$ cat src/rtl/bcd_serial_adder_ctrl_pkg.sv
// Shared types and constants for the serial BCD adder controller.
package bcd_serial_adder_ctrl_pkg;

  localparam int unsigned DIGIT_W = 4;
  localparam int unsigned RADIX   = 10;

  typedef enum logic [1:0] {
    IDLE = 2'd0,
    RUN  = 2'd1,
    DONE = 2'd2
  } state_t;

  // Nines complement of one BCD digit; invalid digits map to values >9.
  function automatic logic [DIGIT_W-1:0] nines_comp(input logic [DIGIT_W-1:0] d);
    return DIGIT_W'(RADIX - 1) - d;
  endfunction

endpackage

$ cat src/rtl/bcd_serial_adder_ctrl_if.sv
// Request/result bundle between a requester and the serial BCD adder.
interface bcd_serial_adder_ctrl_if
  import bcd_serial_adder_ctrl_pkg::*;
#(
  parameter int unsigned NDIG = 4
);
  localparam int unsigned W = DIGIT_W * NDIG;

  logic         start;
  logic         op;
  logic [W-1:0] a;
  logic [W-1:0] b;
  logic         busy;
  logic         done;
  logic [W-1:0] sum;
  logic         cout;
  logic         err;

  modport master (output start, op, a, b, input busy, done, sum, cout, err);
  modport slave  (input start, op, a, b, output busy, done, sum, cout, err);

endinterface

$ cat src/rtl/bcd_digit_add.sv
// One-digit BCD adder; an invalid input digit yields 4'hF with no carry.
module bcd_digit_add
  import bcd_serial_adder_ctrl_pkg::*;
(
  input  logic [DIGIT_W-1:0] a,
  input  logic [DIGIT_W-1:0] b,
  input  logic               cin,
  output logic [DIGIT_W-1:0] s,
  output logic               cout,
  output logic               bad
);
  localparam int unsigned TW = DIGIT_W + 1;

  logic [TW-1:0] t;

  always_comb begin
    t    = TW'(a) + TW'(b) + TW'(cin);
    bad  = (a > DIGIT_W'(RADIX - 1)) || (b > DIGIT_W'(RADIX - 1));
    s    = t[DIGIT_W-1:0];
    cout = 1'b0;
    if (bad) begin
      s    = '1;
      cout = 1'b0;
    end else if (t > TW'(RADIX - 1)) begin
      s    = DIGIT_W'(t - TW'(RADIX));
      cout = 1'b1;
    end
  end

endmodule

$ cat src/rtl/bcd_serial_adder_ctrl.sv
// Digit-serial BCD adder controller: one digit per cycle through a shared adder.
// Define BCD_SUB_EN to enable subtraction (op=1) via nines complement.
module bcd_serial_adder_ctrl
  import bcd_serial_adder_ctrl_pkg::*;
#(
  parameter int unsigned NDIG = 4
)(
  input  logic                   CLOCK_50,
  input  logic                   resetn,
  bcd_serial_adder_ctrl_if.slave bus
);
  localparam int unsigned W  = DIGIT_W * NDIG;
  localparam int unsigned IW = (NDIG > 1) ? $clog2(NDIG) : 1;

  state_t          state_q, state_n;
  logic [IW-1:0]   idx_q, idx_n;
  logic            carry_q, carry_n;
  logic            op_q, op_n;
  logic [W-1:0]    a_q, a_n, b_q, b_n, sum_q, sum_n;
  logic            busy_q, busy_n, done_q, done_n;
  logic            cout_q, cout_n, err_q, err_n;

  logic                op_in_c;
  logic [DIGIT_W-1:0]  da_c, db_raw_c, db_c, ds_c;
  logic                dc_c, dbad_c;

`ifdef BCD_SUB_EN
  assign op_in_c = bus.op;
  assign db_c    = op_q ? nines_comp(db_raw_c) : db_raw_c;
`else
  logic unused_op;
  assign unused_op = bus.op;
  assign op_in_c   = 1'b0;
  assign db_c      = db_raw_c;
`endif

  assign da_c     = a_q[idx_q*DIGIT_W +: DIGIT_W];
  assign db_raw_c = b_q[idx_q*DIGIT_W +: DIGIT_W];

  bcd_digit_add u_digit (
    .a    (da_c),
    .b    (db_c),
    .cin  (carry_q),
    .s    (ds_c),
    .cout (dc_c),
    .bad  (dbad_c)
  );

  always_comb begin
    state_n = state_q;
    idx_n   = idx_q;
    carry_n = carry_q;
    op_n    = op_q;
    a_n     = a_q;
    b_n     = b_q;
    sum_n   = sum_q;
    cout_n  = cout_q;
    err_n   = err_q;
    done_n  = 1'b0;
    unique case (state_q)
      IDLE: begin
        if (bus.start) begin
          a_n     = bus.a;
          b_n     = bus.b;
          op_n    = op_in_c;
          carry_n = op_in_c;
          idx_n   = '0;
          sum_n   = '0;
          cout_n  = 1'b0;
          err_n   = 1'b0;
          state_n = RUN;
        end
      end
      RUN: begin
        sum_n[idx_q*DIGIT_W +: DIGIT_W] = ds_c;
        carry_n = dc_c;
        err_n   = err_q | dbad_c;
        idx_n   = idx_q + IW'(1);
        if (idx_q == IW'(NDIG - 1)) begin
          // Borrow is the inverse of the final decimal carry when subtracting.
          cout_n  = op_q ? ~dc_c : dc_c;
          done_n  = 1'b1;
          idx_n   = '0;
          state_n = DONE;
        end
      end
      DONE:    state_n = IDLE;
      default: state_n = IDLE;
    endcase
    busy_n = (state_n != IDLE);
  end

  always_ff @(posedge CLOCK_50 or negedge resetn) begin
    if (!resetn) begin
      state_q <= IDLE;
      idx_q   <= '0;
      carry_q <= 1'b0;
      op_q    <= 1'b0;
      a_q     <= '0;
      b_q     <= '0;
      sum_q   <= '0;
      busy_q  <= 1'b0;
      done_q  <= 1'b0;
      cout_q  <= 1'b0;
      err_q   <= 1'b0;
    end else begin
      state_q <= state_n;
      idx_q   <= idx_n;
      carry_q <= carry_n;
      op_q    <= op_n;
      a_q     <= a_n;
      b_q     <= b_n;
      sum_q   <= sum_n;
      busy_q  <= busy_n;
      done_q  <= done_n;
      cout_q  <= cout_n;
      err_q   <= err_n;
    end
  end

  assign bus.busy = busy_q;
  assign bus.done = done_q;
  assign bus.sum  = sum_q;
  assign bus.cout = cout_q;
  assign bus.err  = err_q;

endmodule

$ cat src/flat_wrapper.sv
// flat-port wrapper written by rule: the top's interface ports become plain ports
module bcd_serial_adder_ctrl_flat import bcd_serial_adder_ctrl_pkg::*;
#(
  parameter int unsigned NDIG = 4
)
  (CLOCK_50, resetn, bus_start, bus_op, bus_a, bus_b, bus_busy, bus_done, bus_sum, bus_cout, bus_err);
  bcd_serial_adder_ctrl_if #(.NDIG(NDIG)) bus_i ();
  input  logic CLOCK_50;
  input  logic resetn;
  input wire logic [$bits(bus_i.start)-1:0] bus_start;
  input wire logic [$bits(bus_i.op)-1:0] bus_op;
  input wire logic [$bits(bus_i.a)-1:0] bus_a;
  input wire logic [$bits(bus_i.b)-1:0] bus_b;
  output wire logic [$bits(bus_i.busy)-1:0] bus_busy;
  output wire logic [$bits(bus_i.done)-1:0] bus_done;
  output wire logic [$bits(bus_i.sum)-1:0] bus_sum;
  output wire logic [$bits(bus_i.cout)-1:0] bus_cout;
  output wire logic [$bits(bus_i.err)-1:0] bus_err;
  assign bus_i.start = bus_start;
  assign bus_i.op = bus_op;
  assign bus_i.a = bus_a;
  assign bus_i.b = bus_b;
  assign bus_busy = bus_i.busy;
  assign bus_done = bus_i.done;
  assign bus_sum = bus_i.sum;
  assign bus_cout = bus_i.cout;
  assign bus_err = bus_i.err;
  bcd_serial_adder_ctrl #(.NDIG(NDIG)) u_core (.CLOCK_50(CLOCK_50), .resetn(resetn), .bus(bus_i));
endmodule
$ cat config.mk
export PLATFORM = sky130hd
export DESIGN_NAME = bcd_serial_adder_ctrl_flat
export DESIGN_NICKNAME = d
export VERILOG_FILES = /design/src/rtl/bcd_serial_adder_ctrl_pkg.sv /design/src/rtl/bcd_serial_adder_ctrl_if.sv /design/src/rtl/bcd_digit_add.sv /design/src/rtl/bcd_serial_adder_ctrl.sv /design/src/flat_wrapper.sv
export SDC_FILE = /design/constraint.sdc
export NUM_CORES = 1
export LEC_CHECK = 0
export CAP_MARGIN = 30
export CORE_MARGIN = 3
export CORE_UTILIZATION = 35
export DETAILED_ROUTE_END_ITERATION = 6
export PLACE_DENSITY = 0.63
export SLEW_MARGIN = 20
export SYNTH_ARGS = -nofsm -noshare
export SYNTH_HDL_FRONTEND = slang
export SYNTH_HIERARCHICAL = 1
export SYNTH_SLANG_ARGS = --single-unit
$ cat constraint.sdc
create_clock -name CLOCK_50 -period 6.7 [get_ports CLOCK_50]
set_clock_uncertainty 0.15 [all_clocks]
set_input_delay 1.34 -clock CLOCK_50 [delete_from_list [all_inputs] [get_ports CLOCK_50]]
set_output_delay 1.34 -clock CLOCK_50 [all_outputs]
set_load 0.02 [all_outputs]
==> metrics.csv, run 1 <==
metric;value;unit
Synth cell types;39;
WS Path Type;reg -> reg;
CTS clk-pin slew, worst paths;0.06;ns
clock sinks;57;
final count of hold timing violations;0;
HPWL after DPL;3.775;mm
slowest CP cell;mux4_2;
CTS tree;yes;
Synth Area in Adders;0.05422;
DR vias/cell;4.826;
max_cap viols;0;
mapped cell area;2815;µm²
Core ar.;7767;µm²
largest net degree at the start of global routing;58;
DR iter-0 viols;50;
CP Data Required Time;6.81;ns
Synth Area in XOR/XNOR;0.003111;
simple-gate share of the synthesized area;0.09600;
RSZ-0062 raised after global routing;no;
DRC viols;0;
Global Route Usage Sum;0.1306;
CTS Root Cell;clkbuf_8;
Avg Cell Area, Syn;14.22;µm²
CP Buf/Inv Count;1;
Max Slew Vio Count;0;
Mapped Cells;198;
Synth Register Bits;57;
Worst-Skew Late Latency;0.33;ns
PostCTS Resize Cnt;0;
Max H-tree Level;3;
WL final;5.188;mm
Yosys Warn Count;6;
RD Place Congestion;0.7950;
Final Setup Violations;0;
Max Fclk;250.1;MHz
# IOs;56;
Avg WL per Cell;14.33;µm
Final period util;0.5967;
Critical Path Max Stage Delay;0.59;ns
CTS Buffer Depth;2;
Max FO, Critical Path;16;
CTS Buf Count;9;
Vias;1747;
area delta synth->final;27.69;%
hold buffers post-CTS;0;
Seq/Total Area, Yosys;0.5067;
WP data arrival;4.11;ns
vias in the first global route;1846;
# rows;32;
most frequent cells in the layout;dfrtp_1 (57), clkdlybuf4s50_1 (53), mux2_2 (31);
most common cell after layout, fill and taps aside;dfrtp_1;
crit-path most repeated cell;fa_1;
Crit. End Element;register;
largest family of logic cells by synthesized area;multiplexers;
total gr overflow;0;
max_slew headroom;0.4125;
post-synth net total;245;
DIE WIDTH;95.69;µm
Die Ht;95.69;µm
Setup crit start kind;register;
Worst path top cell family by delay;adder cells;
first-pass detailed-route iteration total;3;
outcome;finished, final reports clean;
critical path, cell by cell;buf_4, mux4_2, fa_1, fa_1, xnor2_1, ha_1, nor2b_1, a31oi_2, nand3_2, and3_1, o21ai_1, a22o_1;
post-CTS setup buffer count;0;
Port Buffers;54;
antenna violations before repair;0;
initial core utilization;0.3624;
Layout Utilization;0.4628;
layout cells sized above 1;0.2654;
ANT nets after route;0;
first-pass GRT wire length;8.921;mm
Final TNS setup;0;ns
Final nets;305;
Final min period;3.998;ns
mux cell area share after synthesis;0.1920;
# diodes;0;
Fillers;717;
Slew @ Worst Pin;0.8791;ns
Compound-Gate Fraction of Synth Area;0.1147;
worst hold path class;reg -> reg;
Die ar.;9156;µm²
[state kept, by name, indices dropped and copies added (netlist names)]
| signal | count |
|---|---|
| u_core/bus.err | 1 |
| u_core/bus.done | 1 |
| u_core/a_q | 16 |
| u_core/b_q | 16 |
| u_core/idx_q | 2 |
| u_core/bus.sum | 16 |
| u_core/state_q | 2 |
| u_core/bus.busy | 1 |
| u_core/carry_q | 1 |
| u_core/bus.cout | 1 |
[cell usage after synthesis]
cell type	number	area [µm²]
dfrtp_1	57	1426
mux2_2	31	349.1
a22o_1	17	148.9
ha_1	9	112.6
nand2_1	9	33.78
mux4_2	8	180.2
inv_1	7	26.28
a21o_1	6	45.04
a21oi_1	6	30.03
buf_6	5	56.30
o21ai_0	4	20.02
and3_1	3	18.77
nand2b_4	3	41.29
nor2_1	3	11.26
fa_1	2	40.04
nand2b_1	2	12.51
nor2b_1	2	12.51
nor4_4	2	42.54
o21ai_1	2	10.01
a21boi_0	1	7.510
a21o_2	1	8.760
a31oi_2	1	12.51
and2_1	1	6.260
and2_4	1	8.760
and2b_1	1	7.510
and4_1	1	8.760
buf_4	1	7.510
clkbuf_1	1	3.750
mux2_1	1	11.26
nand3_2	1	10.01
nor2_4	1	11.26
nor3_2	1	10.01
nor4b_4	1	23.77
o21ai_2	1	8.760
o21bai_1	1	7.510
o311ai_2	1	16.27
o31ai_1	1	7.510
or3_4	1	11.26
xnor2_1	1	8.760
[final timing paths]
check                                       startpoint                            end  slack, ns  depth (start not counted)
max reg2reg                u_core/idx_q[0]$_DFFE_PN0P_  u_core/bus.sum[6]$_DFFE_PN0P_       2.70                         12
min reg2reg                u_core/bus.cout$_DFFE_PN0P_    u_core/bus.cout$_DFFE_PN0P_       0.33                          1
min                        u_core/bus.cout$_DFFE_PN0P_    u_core/bus.cout$_DFFE_PN0P_       0.33                          1
max                        u_core/idx_q[0]$_DFFE_PN0P_  u_core/bus.sum[6]$_DFFE_PN0P_       2.70                         12
min in group asynchronous                       resetn      u_core/bus.done$_DFF_PN0_       1.01                          2
max in group asynchronous                       resetn     u_core/a_q[11]$_DFFE_PN0P_       4.94                          2
[cell type report]
class	count	area, µm²	share of cell area
Timing Repair Buffer	56	550.5	0.1531
Clock buffer	13	168.9	0.04699
Sequential cell	57	1426	0.3968
Inverter	7	26.28	0.007309
Tap cell	102	127.6	0.03550
Multi-Input combinational cell	127	1295	0.3602
[logic make-up after synthesis]
group                      after synthesis
AOI/OAI and AO/OA                       42
xor gates and xnor gates                 1
muxes                                   40
adders and majority gates               11
buffers and inverters                   14
and+or+nand+nor                         33
DFF                                     57
[metal layers]
metal / global-route usage / wire (µm)
met1: 0.1644 / 2393
met4: 0.04976 / 87
met2: 0.2044 / 2441
met3: 0.04815 / 267
met5: 0 / 0
[worst register-to-register path: stages (launching register included)]
cell and delay (ns):
dfrtp_1 0.32, buf_4 0.29, mux4_2 0.60, fa_1 0.46, fa_1 0.42, xnor2_1 0.19, ha_1 0.26, nor2b_1 0.15
a31oi_2 0.17, nand3_2 0.13, and3_1 0.21, o21ai_1 0.37, a22o_1 0.22
[stage by stage]
step	area, µm²	worst slack (ns)	hold slack, ns	instances
2_1_floorplan	2815	2.963	0.3032	198
6_report	3595	2.702	0.3335	362
3_3_place_gp	3426	2.705	0.3162	349
5_1_grt	3595	2.417	0.3650	362
3_5_place_dp	3426	2.693	0.3193	349
4_1_cts	3595	2.666	0.3330	362
Power of run 1 is not shown: default switching activity piles up to over one toggle a cycle in this logic, so the estimate is an artifact.
==> run 2, diff against run 1 <==
==> constraint.sdc (replaced) <==
create_clock -name CLOCK_50 -period 4.18 [get_ports CLOCK_50]
set_clock_uncertainty 0.15 [all_clocks]
set_input_delay 0.836 -clock CLOCK_50 [delete_from_list [all_inputs] [get_ports CLOCK_50]]
set_output_delay 0.836 -clock CLOCK_50 [all_outputs]
set_load 0.02 [all_outputs]
==> run 2 against run 1 <==
Cell area rose by 2.7%. Non-clock buffer count rose by 3. Critical path depth fell by 1. Worst setup slack got worse by 2.3 ns. Sequential share of layout area fell by 1.0 points. Fmax rose by 6.9%. Sequential cell count did not move. First-iteration DRC count fell by 28%. Global-route usage rose by 0.54 points. Core utilization rose by 1.2 points. Largest cell class unchanged.
==> metrics.csv, run 2 (synthesis gave the netlist of run 1 again) <==
metric;value;unit;change
Max FO, Critical Path;5;;was 16
Setup crit start kind;register;;unchanged
DR iter-0 viols;36;;was 50
# IOs;56;;unchanged
WS Path Type;reg -> reg;;unchanged
largest net degree at the start of global routing;33;;was 58
worst hold path class;reg -> reg;;unchanged
Worst Setup SP;u_core/idx_q[0]$_DFFE_PN0P_;;unchanged
DIE WIDTH;95.69;µm;unchanged
worst hold path startpoint;u_core/bus.cout$_DFFE_PN0P_;;unchanged
Final min period;3.740;ns;was 3.998 ns
initial core utilization;0.3624;;unchanged
antenna violations before repair;0;;unchanged
# diodes;0;;unchanged
worst r2r src;u_core/idx_q[0]$_DFFE_PN0P_;;unchanged
first-pass GRT wire length;9.321;mm;was 8.921 mm
final non-filler cell total;368;;was 362
outcome;finished, final reports clean;;unchanged
Crit. End Element;register;;unchanged
Final period util;0.8947;;was 0.5967
RSZ-0062 raised after global routing;no;;unchanged
Final nets;308;;was 305
max_slew headroom;0.4175;;was 0.4125
Worst-Skew Late Latency;0.33;ns;about the same
CTS Root Cell;clkbuf_8;;unchanged
r2r setup slk;0.44;ns;was 2.70 ns
Max Slew Vio Count;0;;unchanged
DRC viols;0;;unchanged
Max Fclk;267.4;MHz;was 250.1 MHz
Core ar.;7767;µm²;unchanged
hold buffers post-CTS;0;;unchanged
CTS Buffer Depth;2;;unchanged
layout cells sized above 1;0.2857;;was 0.2654
DR vias/cell;4.842;;was 4.826
area delta synth->final;31.11;%;was 27.69%
clock sinks;57;;unchanged
most common cell after layout, fill and taps aside;dfrtp_1;;unchanged
max_cap viols;0;;unchanged
CTS clk-pin slew, worst paths;0.06;ns;about the same
Avg WL per Cell;14.70;µm;was 14.33 µm
total gr overflow;0;;unchanged
WP data arrival;3.86;ns;was 4.11 ns
CP Data Required Time;4.30;ns;was 6.81 ns
Max H-tree Level;3;;unchanged
Cells after DPL;352;;was 349
Port Buffers;54;;unchanged
HPWL after DPL;4.105;mm;was 3.775 mm
Final Setup Violations;0;;unchanged
final count of hold timing violations;0;;unchanged
PostCTS Resize Cnt;0;;unchanged
Die Ht;95.69;µm;unchanged
Final TNS setup;0;ns;unchanged
CTS tree;yes;;unchanged
Vias;1782;;was 1,747
WL final;5.409;mm;was 5.188 mm
# rows;32;;unchanged
post-CTS setup buffer count;0;;unchanged
ANT nets after route;0;;unchanged
vias in the first global route;1960;;was 1,846
Slew @ Worst Pin;0.8716;ns;was 0.8791 ns
Global Route Usage Sum;0.1360;;was 0.1306
first-pass detailed-route iteration total;4;;was 3
RD Place Congestion;0.7850;;was 0.7950
CTS Buf Count;9;;unchanged
most frequent cells in the layout;dfrtp_1 (57), clkdlybuf4s50_1 (53), mux2_2 (31);;unchanged
Die ar.;9156;µm²;unchanged
run 2: cell types whose count changed in the layout (fill, tap and decap cells not counted), sizes merged:
cell and delta:
clkinv +3, clkbuf -3, bufinv +3, buf +3
run 2: final timing paths:
| check | to | depth (start not counted) |
|---|---|---|
| worst min-delay path | u_core/bus.cout$_DFFE_PN0P_ | 1 |
| worst max-delay path | u_core/bus.sum[5]$_DFFE_PN0P_ | 11 |
| max in group asynchronous | u_core/a_q[10]$_DFFE_PN0P_ | 2 |
| worst max register to register | u_core/bus.sum[5]$_DFFE_PN0P_ | 11 |
| min in group asynchronous | u_core/state_q[1]$_DFF_PN0_ | 1 |
| worst min register to register | u_core/bus.cout$_DFFE_PN0P_ | 1 |
run 2: per-stage QoR:
stage | instance area, µm² | hold slack [ns] | setup slack, ns | utilization
6_report | 3691 | 0.3314 | 0.4402 | 0.4752
5_1_grt | 3691 | 0.3576 | 0.1639 | 0.4752
4_1_cts | 3691 | 0.3350 | 0.3768 | 0.4752
3_5_place_dp | 3448 | 0.3212 | 0.4131 | 0.4439
3_3_place_gp | 3448 | 0.3175 | 0.4338 | 0.4439
2_1_floorplan | 2815 | 0.3032 | 0.4429 | -
run 2: final cells by class:
cell class / instances / area (µm²)
inverter: 7 / 26.28
tap: 102 / 127.6
clock buffer: 10 / 137.6
sequential: 57 / 1426
timing repair buffer: 59 / 573.1
multi-input combinational: 127 / 1295
fill: 720 / 4076
clock inverter: 6 / 105.1
run 2: worst max-delay path, cell delays in order (launching register included):
cell and delay [ns]:
dfrtp_1 0.44, mux4_2 0.57, fa_1 0.47, fa_1 0.42
xnor2_1 0.18, ha_1 0.27, nor2b_1 0.15, a31oi_2 0.17
nand3_2 0.12, and3_1 0.20, o21ai_1 0.32, a22o_1 0.20
run 2: metal layers:
metal / global-route usage / vias up / wire length (µm)
li1: - / 864 / -
met1: 0.1627 / 865 / 2430
met3: 0.05762 / 3 / 306
met5: 0 / - / 0
met4: 0.04739 / 0 / 34
met2: 0.2195 / 50 / 2638
Power of run 2 is left out for the same reason.
==> run 3, diff against run 2 <==
--- a/config.mk
+++ b/config.mk
@@ -6,6 +6,7 @@
 export NUM_CORES = 1
 export LEC_CHECK = 0
 export CAP_MARGIN = 30
+export CORE_ASPECT_RATIO = 0.5
 export CORE_MARGIN = 3
 export CORE_UTILIZATION = 35
 export DETAILED_ROUTE_END_ITERATION = 6
==> run 3 against run 2 <==
Worst setup slack worse by 0.089 ns. Cell area up 0.64%. Via count rose by 3.8%. Non-clock buffer count down 1. Die area rose by 0.71%. Fmax shrank 2.3%. Sequential share of layout area is 0.25 points lower. First-iteration DRC count rose to 2.9 times the previous value. Critical path depth did not move. Worst hold slack better by 0.0020 ns. Critical path type unchanged. Critical endpoint is now u_core/bus.sum[6]$_DFFE_PN0P_. Largest cell class unchanged.
==> metrics.csv, run 3 (synthesis gave the netlist of run 1 again) <==
metric;value;unit;change
outcome;finished, final reports clean;;unchanged
CTS Buf Count;9;;unchanged
WP data arrival;3.94;ns;was 3.86 ns
max_slew headroom;0.4004;;was 0.4175
# rows;22;;was 32
Global Route Usage Sum;0.1453;;was 0.1360
Max Slew Vio Count;0;;unchanged
met3 global-route usage;0.06014;;was 0.05762
Layout Utilization;0.4907;;was 0.4752
Final TNS setup;0;ns;unchanged
Vias;1850;;was 1,782
RD Place Congestion;0.8162;;was 0.7850
ANT nets after route;0;;unchanged
Top Usage Layer GRT;met2;;unchanged
WL final;6.072;mm;was 5.409 mm
most common cell after layout, fill and taps aside;dfrtp_1;;unchanged
PostCTS Resize Cnt;0;;unchanged
CTS Root Cell;clkbuf_16;;was clkbuf_8
vias in the first global route;2025;;was 1,960
max_cap viols;0;;unchanged
Final min period;3.829;ns;was 3.740 ns
layout cells sized above 1;0.2662;;was 0.2857
Final Setup Violations;0;;unchanged
met2 GRT Util;0.2258;;was 0.2195
Avg WL per Cell;16.37;µm;was 14.70 µm
largest net degree at the start of global routing;55;;was 33
slowest CP cell;mux4_2;;unchanged
Die ar.;9221;µm²;was 9156 µm²
HPWL after DPL;4.349;mm;was 4.105 mm
hold buffers post-CTS;0;;unchanged
CTS Buffer Depth;2;;unchanged
antenna violations before repair;0;;unchanged
post-CTS setup buffer count;0;;unchanged
Crit. End Element;register;;unchanged
Core ar.;7570;µm²;was 7767 µm²
Storage cell area;1426;µm²;unchanged
met1 Track Usage GR;0.1807;;was 0.1627
Port Buffers;54;;unchanged
CP Data Required Time;4.29;ns;was 4.30 ns
DR iter-0 viols;103;;was 36
Worst-Skew Late Latency;0.33;ns;about the same
CTS tree;yes;;unchanged
total gr overflow;0;;unchanged
WS Path Type;reg -> reg;;unchanged
Critical Path Max Stage Delay;0.57;ns;about the same
Max Fclk;261.1;MHz;was 267.4 MHz
DR vias/cell;4.987;;was 4.842
DIE WIDTH;132.8;µm;was 95.69 µm
Max FO, Critical Path;5;;unchanged
Die Ht;69.42;µm;was 95.69 µm
footprint of the multi-input gates;1295;µm²;unchanged
worst hold path class;reg -> reg;;unchanged
critical path, cell by cell;mux4_2, fa_1, fa_1, xnor2_1, ha_1, nor2b_1, a31oi_2, nand3_2, and3_1, o21ai_1, a22o_1;;unchanged
DRC viols;0;;unchanged
initial core utilization;0.3719;;was 0.3624
clock sinks;57;;unchanged
CTS clk-pin slew, worst paths;0.05;ns;was 0.06 ns
RSZ-0062 raised after global routing;no;;unchanged
Slew @ Worst Pin;0.8973;ns;was 0.8716 ns
# diodes;0;;unchanged
Setup crit start kind;register;;unchanged
most frequent cells in the layout;dfrtp_1 (57), clkdlybuf4s50_1 (53), mux2_2 (31);;unchanged
Fillers;661;;was 720
first-pass GRT wire length;10.24;mm;was 9.321 mm
crit-path most repeated cell;fa_1;;unchanged
Max H-tree Level;3;;unchanged
Final period util;0.9161;;was 0.8947
Final nets;307;;was 308
first-pass detailed-route iteration total;4;;unchanged
final count of hold timing violations;0;;unchanged
# IOs;56;;unchanged
area delta synth->final;31.96;%;was 31.11%
run 3: area by class of cell:
| cell class | count | share of cell area |
|---|---|---|
| flip-flops and latches | 57 | 0.3840 |
| well taps | 108 | 0.03638 |
| multi-input cells | 127 | 0.3486 |
| clock buffers | 14 | 0.07107 |
| repair buffers | 58 | 0.1529 |
| inverters | 7 | 0.007073 |
run 3: per-stage QoR:
stage / instance area, µm² / setup WS (ns) / std cells / hold slack (ns)
3_3_place_gp: 3448 / 0.4308 / 357 / 0.3175
3_5_place_dp: 3451 / 0.3765 / 357 / 0.3223
2_1_floorplan: 2815 / 0.4429 / 198 / 0.3032
5_1_grt: 3715 / 0.1445 / 371 / 0.3625
4_1_cts: 3715 / 0.3483 / 371 / 0.3339
6_report: 3715 / 0.3507 / 371 / 0.3333
run 3: worst paths after layout:
| path | start | end | slack [ns] | cells past startpoint |
|---|---|---|---|---|
| setup / recovery | u_core/idx_q[0]$_DFFE_PN0P_ | u_core/bus.sum[6]$_DFFE_PN0P_ | 0.35 | 11 |
| hold reg to reg | u_core/bus.cout$_DFFE_PN0P_ | u_core/bus.cout$_DFFE_PN0P_ | 0.33 | 1 |
| max in group asynchronous | resetn | u_core/a_q[12]$_DFFE_PN0P_ | 2.91 | 2 |
| hold / removal | u_core/bus.cout$_DFFE_PN0P_ | u_core/bus.cout$_DFFE_PN0P_ | 0.33 | 1 |
| setup reg to reg | u_core/idx_q[0]$_DFFE_PN0P_ | u_core/bus.sum[6]$_DFFE_PN0P_ | 0.35 | 11 |
| min in group asynchronous | resetn | u_core/bus.sum[12]$_DFFE_PN0P_ | 0.40 | 1 |
run 3: worst max-delay path: cells and delay by family, from the launching register on:
kind | cells | cell delay (ns)
AND/OR/NAND/NOR | 3 | 0.51
AO/OA/AOI/OAI | 3 | 0.75
XOR/XNOR | 1 | 0.19
multiplexers | 1 | 0.57
flip-flops | 1 | 0.45
adder cells (fa/ha/maj) | 3 | 1.14
run 3: per-layer routing:
| layer | vias to the layer above | share of wire |
|---|---|---|
| met4 | 0 | 0.016 |
| met3 | 8 | 0.050 |
| met2 | 44 | 0.48 |
| met1 | 940 | 0.46 |
| met5 | - | 0 |
| li1 | 858 | - |
Power of run 3 is left out for the same reason.
